==> config.mk <==
export PLATFORM = sky130hd
export DESIGN_NAME = uart_rx_fsm
export DESIGN_NICKNAME = d
export VERILOG_FILES = /design/src/rtl/uart_rx_pkg.sv /design/src/rtl/uart_rx_edge_bit_cnt.sv /design/src/rtl/uart_rx_fsm.sv
export SDC_FILE = /design/constraint.sdc
export NUM_CORES = 1
export LEC_CHECK = 0
export ABC_AREA = 1
export BUFFER_PORTS_ARGS = -buffer_cell sky130_fd_sc_hd__buf_2
export CORE_MARGIN = 2
export CORE_UTILIZATION = 50
export CTS_BUF_LIST = sky130_fd_sc_hd__clkbuf_8
export CTS_CLUSTER_SIZE = 8
export DETAILED_ROUTE_END_ITERATION = 6
export PLACE_DENSITY = 0.77
export SYNTH_ARGS = -nofsm -noshare
export SYNTH_HDL_FRONTEND = slang
export SYNTH_SLANG_ARGS = --single-unit
==> constraint.sdc <==
create_clock -name CLK -period 1.9 [get_ports CLK]
set_clock_uncertainty 0.2 [all_clocks]
set_input_delay 0.095 -clock CLK [delete_from_list [all_inputs] [get_ports CLK]]
set_output_delay 0.095 -clock CLK [all_outputs]
set_load 0.02 [all_outputs]
==> src/rtl/uart_rx_pkg.sv <==
// rtl/uart_rx_pkg.sv - shared state encoding and prescale constants for the UART receiver
package uart_rx_pkg;

  typedef enum logic [2:0] {
    IDLE   = 3'd0,
    START  = 3'd1,
    DATA   = 3'd2,
    PARITY = 3'd3,
    STOP   = 3'd4,
    CHECK  = 3'd5
  } rx_state_e;

  localparam int unsigned PRESCALE_8  = 8;
  localparam int unsigned PRESCALE_16 = 16;
  localparam int unsigned PRESCALE_32 = 32;

  // True for the oversampling ratios the receiver is built for.
  function automatic logic legal_prescale(input int unsigned p);
    return (p == PRESCALE_8) || (p == PRESCALE_16) || (p == PRESCALE_32);
  endfunction

endpackage

==> src/rtl/uart_rx_edge_bit_cnt.sv <==
// rtl/uart_rx_edge_bit_cnt.sv - per-bit edge counter and data-bit counter driven by the RX FSM
module uart_rx_edge_bit_cnt #(
  parameter int Prescale_w = 6
) (
  input  logic                  CLK,
  input  logic                  RST,
  input  logic                  clr,
  input  logic                  cnt_en,
  input  logic                  bit_clr,
  input  logic                  bit_inc,
  input  logic [Prescale_w-1:0] pscl,
  output logic [Prescale_w-1:0] edge_cnt,
  output logic [3:0]            bit_cnt,
  output logic                  last_edge
);

  assign last_edge = (edge_cnt == (pscl - Prescale_w'(1)));

  // Edge counter wraps after the last edge of a bit; bit counter steps once per data bit.
  always_ff @(posedge CLK or negedge RST) begin
    if (!RST) begin
      edge_cnt <= '0;
      bit_cnt  <= '0;
    end else begin
      if (clr) begin
        edge_cnt <= '0;
      end else if (cnt_en) begin
        edge_cnt <= last_edge ? '0 : edge_cnt + Prescale_w'(1);
      end
      if (bit_clr) begin
        bit_cnt <= '0;
      end else if (bit_inc) begin
        bit_cnt <= bit_cnt + 4'd1;
      end
    end
  end

endmodule

==> src/rtl/uart_rx_fsm.sv <==
// rtl/uart_rx_fsm.sv - UART receive sequencer: frame walk, datapath enables and frame qualification
module uart_rx_fsm
  import uart_rx_pkg::*;
#(
  parameter int Data_width = 8,
  parameter int Prescale_w = 6
) (
  input  logic                  CLK,
  input  logic                  RST,
  input  logic                  RX_IN,
  input  logic                  PAR_EN,
  input  logic [Prescale_w-1:0] prescale,
  input  logic                  strt_glitch,
  input  logic                  par_err,
  input  logic                  stp_err,
  output logic [Prescale_w-1:0] edge_cnt,
  output logic [3:0]            bit_cnt,
  output logic                  dat_samp_en,
  output logic                  deser_en,
  output logic                  strt_chk_en,
  output logic                  par_chk_en,
  output logic                  stp_chk_en,
  output logic                  data_valid,
  output logic                  par_err_flg,
  output logic                  stp_err_flg
);

  rx_state_e             state;
  logic [Prescale_w-1:0] pscl;
  logic                  last_edge;
  logic                  waiting;
  logic                  start_det;
  logic                  last_bit;
  logic                  cnt_en;
  logic                  cnt_clr;
  logic                  bit_clr;
  logic                  bit_inc;

  // IDLE and CHECK both watch the line for a start bit; CHECK lets frames run back to back.
  assign waiting   = (state == IDLE) || (state == CHECK);
  assign start_det = waiting && !RX_IN;
  assign last_bit  = (bit_cnt == 4'(Data_width - 1));

  // The detect cycle is edge 0 of the start bit, so the counter already advances on it.
  assign cnt_en  = start_det || (state inside {START, DATA, PARITY, STOP});
  assign cnt_clr = waiting && RX_IN;
  assign bit_clr = (state == START) && last_edge && !strt_glitch;
  assign bit_inc = (state == DATA) && last_edge && !last_bit;

  assign dat_samp_en = state inside {START, DATA, PARITY, STOP};
  assign strt_chk_en = (state == START);
  assign par_chk_en  = (state == PARITY);
  assign stp_chk_en  = (state == STOP);
  assign deser_en    = (state == DATA) && last_edge;

  uart_rx_edge_bit_cnt #(
    .Prescale_w (Prescale_w)
  ) u_cnt (
    .CLK       (CLK),
    .RST       (RST),
    .clr       (cnt_clr),
    .cnt_en    (cnt_en),
    .bit_clr   (bit_clr),
    .bit_inc   (bit_inc),
    .pscl      (pscl),
    .edge_cnt  (edge_cnt),
    .bit_cnt   (bit_cnt),
    .last_edge (last_edge)
  );

  // Frame sequencing; prescale is frozen per frame and errors are latched into sticky flags.
  always_ff @(posedge CLK or negedge RST) begin
    if (!RST) begin
      state       <= IDLE;
      pscl        <= '0;
      data_valid  <= 1'b0;
      par_err_flg <= 1'b0;
      stp_err_flg <= 1'b0;
    end else begin
      data_valid <= 1'b0;
      case (state)
        IDLE, CHECK: begin
          if (!RX_IN) begin
            state       <= START;
            pscl        <= legal_prescale(32'(prescale)) ? prescale : Prescale_w'(PRESCALE_8);
            par_err_flg <= 1'b0;
            stp_err_flg <= 1'b0;
          end else begin
            state <= IDLE;
          end
        end
        START: begin
          if (last_edge) begin
            state <= strt_glitch ? IDLE : DATA;
          end
        end
        DATA: begin
          if (last_edge && last_bit) begin
            state <= PAR_EN ? PARITY : STOP;
          end
        end
        PARITY: begin
          if (last_edge) begin
            par_err_flg <= par_err;
            state       <= STOP;
          end
        end
        STOP: begin
          if (last_edge) begin
            stp_err_flg <= stp_err;
            data_valid  <= !stp_err && !par_err_flg;
            state       <= CHECK;
          end
        end
        default: state <= IDLE;
      endcase
    end
  end

endmodule

==> metrics.txt <==
Power Dens Cells 1200 mW/mm²; Max stage delay on crit path 0.37 ns; Root Driver clkbuf_8; Max Cap Viol 0; Die ar. 0.00326 mm²; largest net degree at the start of global routing 23; worst path bufs/invs 3; RSZ-0062 raised after global routing true; outcome complete, but fails checks; critical path's top delay family simple AND/OR/NAND/NOR gates; HP Class primary input to register; Worst path slowest cell dfrtp_1; DRC 0; failing checks setup timing; Yosys cell types 21; Synth Cell Area 0.00141 mm²; CP Cell Sequence inv_2 > ha_4 > inv_2 > nand2_1 > nand2_1 > nor2_2 > nand2_2 > nor2_4 > nand3_4 > nor2_1 > buf_4; Die Ht 57.1 µm; CTS HTree Levels 1; GRT met1 Usage 29.2%; DR pass1 iterations 4; final net count 266; RR Startpoint pscl[0]$_DFFE_PN0P_; Worst Tran Pin Value 0.505 ns; area leader, netlist dfrtp_1; Final WS setup -0.0740 ns; clock slew at reported path FFs 0.08 ns; final non-filler cell total 280; CTS tree done; Final Max Tran Viols 0; flop and latch count out of synthesis 22; worst hold start prescale[1]; DRT Wirelength 3.32 mm; CP Data Arrival Time 1.68 ns; DR WL/cell 11.9 µm; Core Region 0.00271 mm²; Tot Pwr 2.19 mW; Fillers 251; initial antenna violation count 0; I/O pin count 31; cell count after placement 265; period utilization 104%; Mapped Nets 217; die width 57.1 µm; Seq/Total Area, Yosys 39.0%; vias in the first global route 1345; DR vias 1440; Placement Rows 19; # port buffers 30; Slew HR 66.4%; DP HPWL 2.35 mm; Placer Congestion 0.881; Final Hold Viols 0; Syn Inst Count 201; crit path launch pscl[0]$_DFFE_PN0P_; TritonCTS Buffers 3; initial drt markers 47; leakage 0.976 nW; gr usage total 22.7%; Mean Syn Cell Area 7.02 µm²; global-route wire length before repair 5.77 mm; GR peak layer met2; Avg Vias per Cell 5.14; number of diodes 0; CP Capture Type output pin; Starting Density 52.0%; Final Critical Period 1.97 ns; Overflow after GRT 0; Setup CP Type register to output pin; CTS Sinks 22; Max Freq 507 MHz; worst vdd ir 947 µV; clk buf depth 2; Area Overhead vs Synth 29.7%; layout cells sized above 1 26.1%; Setup-failing EPs final 3; largest cells by area after synthesis dfrtp_1 (39%), nand2_1 (17%), nand3_1 (8.2%); Final ANT Viol Nets 0; Synthesis Warnings 0; Synth top area share 39.0%; CP startpoint kind register; met2 GRT Util 38.3%; required time worst endpoint 1.60 ns; Worst-Skew Late Latency 0.27 ns; total negative slack -0.0992 ns; GR Layer Usage met3 3.63%; Critical Path Fanout Max 2
-- logic make-up (layout without fill, tap and decap cells) --
kind of cell	Yosys count	in the layout	share of synthesized area (%)
adders and majority gates	3	3	2.66
AOI/OAI and AO/OA	20	20	8.16
and+or+nand+nor	115	115	36.7
xor gates and xnor gates	7	7	4.35
buffers and inverters	34	82	9.05
DFF	22	22	39.0
-- per-layer routing --
metal	share of wire (%)	vias to the layer above
met5	0	-
met4	1.5	0
li1	-	734
met3	3.6	7
met2	50	36
met1	45	663
-- cells in the mapped netlist, drive strengths merged --
library cell / instances
o211ai: 3
nand2: 66
nand3: 24
dfrtp: 22
a21oi: 3
o21ai: 8
nor2: 22
o22ai: 5
nor3: 1
xnor2: 2
nand4: 2
xor2: 5
ha: 3
a31oi: 1
inv: 34
-- area by class of cell --
type	instances	area [µm²]	area share [%]
Multi-Input combinational cell	145	774	42.3
Sequential cell	22	551	30.1
Timing Repair Buffer	44	283	15.5
Inverter	34	128	6.98
Clock buffer	4	55.1	3.01
Tap cell	31	38.8	2.12
-- cell usage in the layout, fill, tap and decap left out --
cell type and count:
nand3_1 22, nand2_1 60, buf_4 5, xnor2_1 2, o211ai_1 3, o21ai_1 4
buf_2 29, o21ai_0 4, ha_1 2, nand3_2 1, dlygate4sd3_1 10, nand2_2 5
ha_4 1, xor2_1 5, nand4_1 2, nand3_4 1, nor3_1 1, nor2_2 5
nand2_4 1, nor2_4 4, o22ai_1 5, nor2_1 13, clkbuf_8 4, inv_2 9
dfrtp_1 22, a21oi_1 3, inv_1 25, a31oi_1 1
-- worst reg2reg max path, stage by stage (launching register included) --
cell	delay, ns
dfrtp_1	0.37
inv_2	0.06
ha_4	0.26
inv_2	0.03
nand2_1	0.05
nand2_1	0.05
nor2_2	0.10
nand2_2	0.08
nor2_4	0.11
nand3_4	0.08
buf_4	0.18
nand2_2	0.09
nand2_1	0.05
nand2_1	0.06
nand2_1	0.05
-- flip-flops by register name, indices dropped and copies added (netlist names) --
register	flops
data_valid	1
par_err_flg	1
pscl	6
state	3
stp_err_flg	1
u_cnt.bit_cnt	4
u_cnt.edge_cnt	6
-- power by group --
| group | switching (mW) | total, mW | leakage [nW] | internal [mW] |
|---|---|---|---|---|
| Combinational | 0.727 | 1.12 | 0.660 | 0.397 |
| Sequential | 0.145 | 0.723 | 0.287 | 0.578 |
| Clock | 0.161 | 0.346 | 0.0288 | 0.185 |
-- worst paths after layout --
path / endpoint / slack, ns / cells after the start
min in group asynchronous: u_cnt.edge_cnt[4]$_DFFE_PN0P_ / 0.12 / 2
max in group asynchronous: u_cnt.bit_cnt[3]$_DFFE_PN0P_ / 1.03 / 2
min reg2reg: stp_err_flg$_DFFE_PN0P_ / 0.30 / 2
max reg2reg: state[1]$_DFFE_PN0P_ / -0.02 / 14
min: pscl[4]$_DFFE_PN0P_ / 0.04 / 6
max: deser_en / -0.07 / 11
-- through the flow --
stage	area [µm²]	util, %	setup WS [ns]	hold slack, ns
floorplan	1410	-	0.00740	-0.401
global placement	1620	59.8	0.0131	-0.104
detailed placement	1620	59.8	-0.0356	-0.106
CTS	1810	66.8	-0.103	0.0134
global route	1830	67.5	-0.208	0.0656
finish	1830	67.5	-0.0740	0.0423
-- repair_timing --
item	in CTS	in global routing
pin swaps	4	1
hold buffers	10	0
hold endpoints to repair	30	0
gates cloned	0	0
endpoints found under the setup margin	11	18
resized for setup	6	6
buffers inserted	1	0
Note: power is estimated with default switching activity, not from simulation.
